$ cat src/rtl/tcdm_xbar_pkg.sv
// Shared types and helpers for the TCDM crossbar front end.
// Holds the index-width helper and the tracking-stage struct.
package tcdm_xbar_pkg;

  function automatic int idx_width(input int n);
    return (n <= 1) ? 1 : $clog2(n);
  endfunction

  typedef struct packed {
    logic valid;
    logic expect_resp;
  } trk_t;

endpackage

$ cat src/rtl/tcdm_resp_track.sv
// Fixed-depth tracker of granted transactions.
// Shifts every cycle; async clear drops everything in flight.
module tcdm_resp_track
  import tcdm_xbar_pkg::*;
#(
  parameter int AddrW   = 2,
  parameter int RespLat = 1
) (
  input  logic             clk_i,
  input  logic             rst_i,
  input  trk_t             trk_in,
  input  logic [AddrW-1:0] idx_in,
  output trk_t             trk_out,
  output logic [AddrW-1:0] idx_out
);

  trk_t [RespLat-1:0]            stg_q;
  logic [RespLat-1:0][AddrW-1:0] idx_q;

  // shift register of stage entries, cleared asynchronously
  always_ff @(posedge clk_i or posedge rst_i) begin
    if (rst_i) begin
      stg_q <= '0;
      idx_q <= '0;
    end else begin
      for (int i = RespLat - 1; i > 0; i--) begin
        stg_q[i] <= stg_q[i-1];
        idx_q[i] <= idx_q[i-1];
      end
      stg_q[0] <= trk_in;
      idx_q[0] <= idx_in;
    end
  end

  assign trk_out = stg_q[RespLat-1];
  assign idx_out = idx_q[RespLat-1];

endmodule

$ cat src/rtl/tcdm_addr_dec_resp_mux.sv
// Per-master TCDM front end: bank decode, grant, response return.
// Define TCDM_RESP_REG_EN to register vld_o/rdata_o (+1 cycle).
module tcdm_addr_dec_resp_mux
  import tcdm_xbar_pkg::*;
#(
  parameter int NumOut        = 4,
  parameter int ReqDataWidth  = 32,
  parameter int RespDataWidth = 32,
  parameter int RespLat       = 1,
  parameter int BroadCastOn   = 0,
  parameter int WriteRespOn   = 1,
  localparam int AddrW        = idx_width(NumOut)
) (
  input  logic                                   clk_i,
  input  logic                                   rst_i,
  input  logic                                   req_i,
  input  logic [AddrW-1:0]                       add_i,
  input  logic                                   wen_i,
  input  logic [ReqDataWidth-1:0]                data_i,
  output logic                                   gnt_o,
  output logic                                   vld_o,
  output logic [RespDataWidth-1:0]               rdata_o,
  output logic [NumOut-1:0]                      req_o,
  input  logic [NumOut-1:0]                      gnt_i,
  input  logic [NumOut-1:0]                      vld_i,
  output logic [NumOut-1:0][ReqDataWidth-1:0]    data_o,
  input  logic [NumOut-1:0][RespDataWidth-1:0]   rdata_i
);

  localparam logic BcastEn = (BroadCastOn != 0);
  localparam logic WrResp  = (WriteRespOn != 0);

  logic [AddrW-1:0]  idx_eff;
  logic [NumOut-1:0] dec;
  logic              bcast;
  trk_t              trk_in;
  trk_t              trk_s;
  logic [AddrW-1:0]  idx_trk;
  logic [AddrW-1:0]  idx_s;
  logic              sel_vld;
  logic [RespDataWidth-1:0] sel_data;
  logic              resp_vld;
  logic [RespDataWidth-1:0] resp_data;

  assign idx_eff = (NumOut == 1) ? '0 : add_i;
  assign bcast   = BcastEn & wen_i;

  // one-hot bank decode; out-of-range indices select nothing
  always_comb begin
    dec = '0;
    for (int i = 0; i < NumOut; i++) begin
      dec[i] = (32'(idx_eff) == i);
    end
  end

  // per-bank request and combinational grant
  always_comb begin
    req_o = '0;
    gnt_o = 1'b0;
    if (req_i) begin
      if (bcast) begin
        req_o = '1;
        gnt_o = &gnt_i;
      end else begin
        req_o = dec;
        gnt_o = |(dec & gnt_i);
      end
    end
  end

  assign data_o = {NumOut{data_i}};

  assign trk_in.valid       = req_i & gnt_o;
  assign trk_in.expect_resp = ~wen_i | WrResp;
  assign idx_trk            = bcast ? '0 : idx_eff;

  tcdm_resp_track #(
    .AddrW   (AddrW),
    .RespLat (RespLat)
  ) u_track (
    .clk_i   (clk_i),
    .rst_i   (rst_i),
    .trk_in  (trk_in),
    .idx_in  (idx_trk),
    .trk_out (trk_s),
    .idx_out (idx_s)
  );

  // select the tracked bank's valid and read data
  always_comb begin
    sel_vld  = 1'b0;
    sel_data = '0;
    for (int i = 0; i < NumOut; i++) begin
      if (32'(idx_s) == i) begin
        sel_vld  = vld_i[i];
        sel_data = rdata_i[i];
      end
    end
  end

  assign resp_vld  = trk_s.valid & trk_s.expect_resp & sel_vld;
  assign resp_data = resp_vld ? sel_data : '0;

`ifdef TCDM_RESP_REG_EN
  // optional output register on the response path
  always_ff @(posedge clk_i or posedge rst_i) begin
    if (rst_i) begin
      vld_o   <= 1'b0;
      rdata_o <= '0;
    end else begin
      vld_o   <= resp_vld;
      rdata_o <= resp_data;
    end
  end
`else
  assign vld_o   = resp_vld;
  assign rdata_o = resp_data;
`endif

endmodule

$ cat config.mk
export PLATFORM = sky130hd
export DESIGN_NAME = tcdm_addr_dec_resp_mux
export DESIGN_NICKNAME = d
export VERILOG_FILES = /design/src/rtl/tcdm_xbar_pkg.sv /design/src/rtl/tcdm_resp_track.sv /design/src/rtl/tcdm_addr_dec_resp_mux.sv
export SDC_FILE = /design/constraint.sdc
export NUM_CORES = 1
export LEC_CHECK = 0
export CORE_AREA = 3 3 131 133
export DETAILED_ROUTE_END_ITERATION = 16
export DIE_AREA = 0 0 134 136
export PLACE_DENSITY_LB_ADDON = 0.05
export SLEW_MARGIN = 0
export SYNTH_ARGS = -nofsm -noshare
export SYNTH_HDL_FRONTEND = slang
export SYNTH_HIERARCHICAL = 1
export SYNTH_SLANG_ARGS = --single-unit
export TNS_END_PERCENT = 30
$ cat constraint.sdc
create_clock -name clk_i -period 3.5 [get_ports clk_i]
set_clock_uncertainty 0.05 [all_clocks]
set_input_delay 0.7 -clock clk_i [delete_from_list [all_inputs] [get_ports clk_i]]
set_output_delay 0.7 -clock clk_i [all_outputs]
set_load 0.01 [all_outputs]
Word-level counts from Yosys, hierarchy flattened
Index checks and enable logic that the tools add are counted.
{ "totals": {"in_bits": 174, "output_inout_bits": 166, "register_bits": 4} }
{ "classes": {"n_mux": 11, "n_reduce_logical": 3, "eq_ne": 6, "n_bitwise": 4} }
{ "ops": {"columns": ["operator", "n"], "rows": [
  ["$mux 32", 5],
  ["$eq 2x2->1 const B", 4],
  ["$mux 1", 5],
  ["$and 4x4->4", 1],
  ["$eq 2x1->1 const B", 2],
  ["$logic_not 2->1", 2],
  ["$mux 4", 1],
  ["$reduce_or 4->1", 1],
  ["$and 1x1->1", 3]
]} }

Depth between registers and ports, before layout
{ "depth": {"ltp_word": 7, "depth_mapped": 5, "ltp_nobuf": 3} }

Hierarchy
The synthesis kept the hierarchy.
{ "modules_own_cells": {"columns": ["mod", "area_per_inst_um2", "cells_each", "n_inst"], "rows": [
  ["tcdm_addr_dec_resp_mux", 2099.5, 217, 1],
  ["tcdm_resp_track", 103.8, 5, 1]
]} }

Least setup slack after synthesis
Ideal clock, no wire load.
{ "synth_path": {"path_type": "input-to-output", "start": "in vld_i[1]", "end": "out rdata_o[10]", "setup_slack_ns": 1.340, "path_buffers": 1, "stages": 4, "arrival_time_ns": 1.410, "path_cell_list": "mux2i_1 -> o22a_2 -> buf_2 -> nor2b_1"} }
{ "synth_between": {"elab_chain_len": 5} }
{ "synth_rtl": {"columns": ["element", "line", "text"], "rows": [
  ["start: declaration", "tcdm_addr_dec_resp_mux.sv:25", "input logic [NumOut-1:0] vld_i,"],
  ["$mux 1 (3 in series)", "tcdm_addr_dec_resp_mux.sv:94", "if (32'(idx_s) == i) begin"],
  ["$and 1x1->1", "tcdm_addr_dec_resp_mux.sv:101", "assign resp_vld = trk_s.valid & trk_s.expect_resp & sel_vld;"],
  ["$mux 32", "tcdm_addr_dec_resp_mux.sv:102", "assign resp_data = resp_vld ? sel_data : '0;"],
  ["end: declaration", "tcdm_addr_dec_resp_mux.sv:22", "output logic [RespDataWidth-1:0] rdata_o,"]
]} }
No other way between the ends.

Worst setup path in the final report
{ "layout_path": {"start": "in add_i[0]", "end": "out gnt_o"} }
{ "layout_between": {"elab_chain_len": 4, "elab_cells_between_ends": 7} }
{ "layout_rtl": {"columns": ["element", "line", "text"], "rows": [
  ["start: declaration", "tcdm_addr_dec_resp_mux.sv:17", "input logic [AddrW-1:0] add_i,"],
  ["$eq 2x1->1 (tied with other cells)", "tcdm_addr_dec_resp_mux.sv:52", "dec[i] = (32'(idx_eff) == i);"],
  ["$and 4x4->4 (*)", "tcdm_addr_dec_resp_mux.sv:66", "gnt_o = |(dec & gnt_i);"],
  ["$reduce_or 4->1 (*)", "tcdm_addr_dec_resp_mux.sv:66", null],
  ["$mux 1 (*)", "tcdm_addr_dec_resp_mux.sv:60", "if (req_i) begin"],
  ["end: declaration", "tcdm_addr_dec_resp_mux.sv:20", "output logic gnt_o,"]
]} }
Every way passes the cells marked *; elsewhere a longest branch is shown, timed or not.

==> metrics <==
drt pass-1 iters 4; ports placed on the boundary 340; number of storage elements in the synthesis netlist 4; share of cells above drive strength 1 17.28%; Clk network pwr share about 33%; TritonCTS buffer count 3; combinational power share between 50% and 60%; die span in y 136 um; number of gates resized after CTS 0; synthesized instance count 222; final routed wire length divided by cell count around 19 um; H-tree levels 1; Netlist Area Pre-Place 2203 um^2; library cell used as clock root buffer sky130_fd_sc_hd__clkbuf_16; power per unit of standard cell area 163.0 nW/um^2; final hold violation count 0; status completed; detailed placement HPWL 7573 um; arrival time at the worst endpoint 2.48 ns; cell leakage power 1.145 nW; setup repair after global routing missed its margin no; maximum resistive drop on vdd 0.1425 mV; Max Clk Rate 0.3094 GHz; DR vias/cell 3.344; timing startpoint of the critical path add_i[0]; Syn Area/Cell 9.925 um^2; setup_tns 0 ns; initial cell density of the core around 14%; count of input and output buffers 178; Yosys cell types 21; clock tree from TritonCTS built; slowest stage cell on the critical path sky130_fd_sc_hd__clkdlybuf4s50_1; final cycle utilization of the critical path 92.35%; die width 134 um; pin count of the biggest net entering global routing 26; Clock Path Buffers 2; number of nets in the layout 447; number of sinks handled by clock tree synthesis 4; DR iter-0 viols 19; worst stage delay on the critical path 0.59 ns; number of diodes added for antenna fixing 0; Syn. warnings 6; count of hold-fix buffers inserted at cts 0; switch share 20.23%; global-route wire length before repair 12,630 um; cell-by-cell listing of the critical path clkdlybuf4s50_1 > mux4_2 > and2_1 > clkdlybuf4s50_1; Post-DRT Antenna Nets 0; clock-pin slew on the worst setup and hold paths 0.03 ns; internal power summed over all cells 0.0004387 W; Final setup viols 0; Post-CTS Setup Bufs 0; required time of the worst setup path 2.75 ns; overall fraction of global-route tracks in use 9.361%; maximum fanout count along the critical path 6; net count after synthesis 396; max_cap viols 0; count of final max-slew check failures 0; aggregate global routing overflow 0; DIE AREA 18,220 um^2; Setup crit start kind input pin; most used cell, CP sky130_fd_sc_hd__clkdlybuf4s50_1; number of antenna violations at the first check in global routing 3; Core ar. 15,940 um^2; area delta synth->final 53.15%; placement row count 46; final critical path time including I/O delays and setup 3.232 ns; critical path endpoint category output port; drt drc 0; post-detailed-routing wire length 9091 um; total chip power ~0.00055 W; sequential cell fraction of total power 10.2%; Final GP Congestion 0.6583; min-delay worst type in -> async; net load switching power between 0.0001 and 0.00015 W; type of the setup path with the least slack in -> out; sequential cell area fraction in the yosys report under 10%; total vias in the final route 1,632; number of filler cells placed in the layout 1,735; number of global-route vias before repair roughly 1,900
-- sequential cells by signal, summed over array words and instances (netlist names) --
name             flops
u_track/idx_out      2
u_track/trk_out      2
-- cell families (layout without fill, tap and decap cells) --
group                  Yosys count  in the layout  synth area share (%)
AO/OA/AOI/OAI                    1              1                0.4543
AND/OR/NAND/NOR                 40             40                 12.32
multiplexers                    35             35                 34.98
buffers and inverters          141            191                 47.53
other                            1              1                0.1702
flip-flops                       4              4                 4.543
-- metal layers --
metal	up-vias	global-route usage, %	wire length [um]
li1	733	-	-
met1	731	10.30	3296
met2	120	16.11	4367
met3	42	3.664	1020
met4	6	3.943	366
met5	-	0	41
-- cell usage after synthesis --
library cell / n / area [um^2]
sky130_fd_sc_hd__nor3b_1: 1 / 7.510
sky130_fd_sc_hd__and3_1: 1 / 6.260
sky130_fd_sc_hd__conb_1: 1 / 3.750
sky130_fd_sc_hd__mux2i_1: 2 / 20.02
sky130_fd_sc_hd__mux4_1: 2 / 52.55
sky130_fd_sc_hd__nand3_1: 1 / 5.000
sky130_fd_sc_hd__nand3b_1: 1 / 7.510
sky130_fd_sc_hd__and2_1: 1 / 6.260
sky130_fd_sc_hd__mux4_2: 31 / 698.2
sky130_fd_sc_hd__nor2b_4: 3 / 41.29
sky130_fd_sc_hd__nand2_1: 1 / 3.750
sky130_fd_sc_hd__clkbuf_1: 1 / 3.750
sky130_fd_sc_hd__inv_1: 2 / 7.510
sky130_fd_sc_hd__buf_2: 6 / 30.03
sky130_fd_sc_hd__buf_4: 128 / 960.9
sky130_fd_sc_hd__and3b_1: 1 / 8.760
sky130_fd_sc_hd__dfrtp_1: 4 / 100.1
sky130_fd_sc_hd__buf_6: 4 / 45.04
sky130_fd_sc_hd__nor2b_1: 29 / 181.4
sky130_fd_sc_hd__o22a_2: 1 / 10.01
sky130_fd_sc_hd__nor2_1: 1 / 3.750
-- power groups by stage --
stage | Clock, W | Combinational [W] | Sequential, W
5_1_grt | 0.000188 | 0.000334 | 0.0000573
3_5_place_dp | 0 | 0.000318 | 0.0000576
4_1_cts | 0.000184 | 0.000320 | 0.0000571
6_report | 0.000181 | 0.000313 | 0.0000561
2_1_floorplan | 0 | 0.000269 | 0.0000506
3_3_place_gp | 0 | 0.000316 | 0.0000575
-- worst max-delay path, delay by kind of cell --
family / cells / cell delay, ns
buffers and inverters: 2 / 1.08
multiplexers: 1 / 0.52
AND/OR/NAND/NOR: 1 / 0.19
-- placed cells by master, fill, tap and decap left out, drive strengths merged --
| master | Yosys | routed |
|---|---|---|
| buf | 138 | 7 |
| conb | 1 | 1 |
| mux4 | 33 | 33 |
| nand2 | 1 | 1 |
| nor3b | 1 | 1 |
| nor2b | 32 | 32 |
| nand3 | 1 | 1 |
| and3 | 1 | 1 |
| dfrtp | 4 | 4 |
| and3b | 1 | 1 |
| nand3b | 1 | 1 |
| clkbuf | 1 | 4 |
| mux2i | 2 | 2 |
| nor2 | 1 | 1 |
| and2 | 1 | 1 |
| clkdlybuf4s50 | 0 | 178 |
| o22a | 1 | 1 |
| inv | 2 | 2 |
-- how the worst max path moves through the flow --
stage	slack [ns]	to
after detailed placement	0.24	gnt_o
after global routing	0.20	gnt_o
after CTS	0.24	gnt_o
after global placement	0.24	gnt_o
after floorplan	1.34	rdata_o[10]
final	0.27	gnt_o
-- per-stage QoR --
| step | std cells | util [%] | worst slack, ns | hold WS, ns | cell area (um^2) |
|---|---|---|---|---|---|
| 6_report | 488 | 21.17 | 0.2678 | 0.6168 | 3374 |
| 4_1_cts | 488 | 21.17 | 0.2416 | 0.6205 | 3374 |
| 2_1_floorplan | 222 | - | 1.340 | 0.4161 | 2203 |
| 3_5_place_dp | 484 | 20.67 | 0.2416 | 0.8552 | 3296 |
| 5_1_grt | 488 | 21.17 | 0.1980 | 0.6444 | 3374 |
| 3_3_place_gp | 484 | 20.67 | 0.2380 | 0.8556 | 3296 |
-- area by class of cell --
type	instances	area (um^2)	share of cell area, %
flip-flops and latches	4	102.6	3.040
multi-input cells	77	1056	31.29
inverters	2	7.507	0.2225
well taps	216	270.3	8.009
repair buffers	185	1859	55.10
clock buffers	4	78.83	2.336
Note: power is estimated with default switching activity, not from simulation.
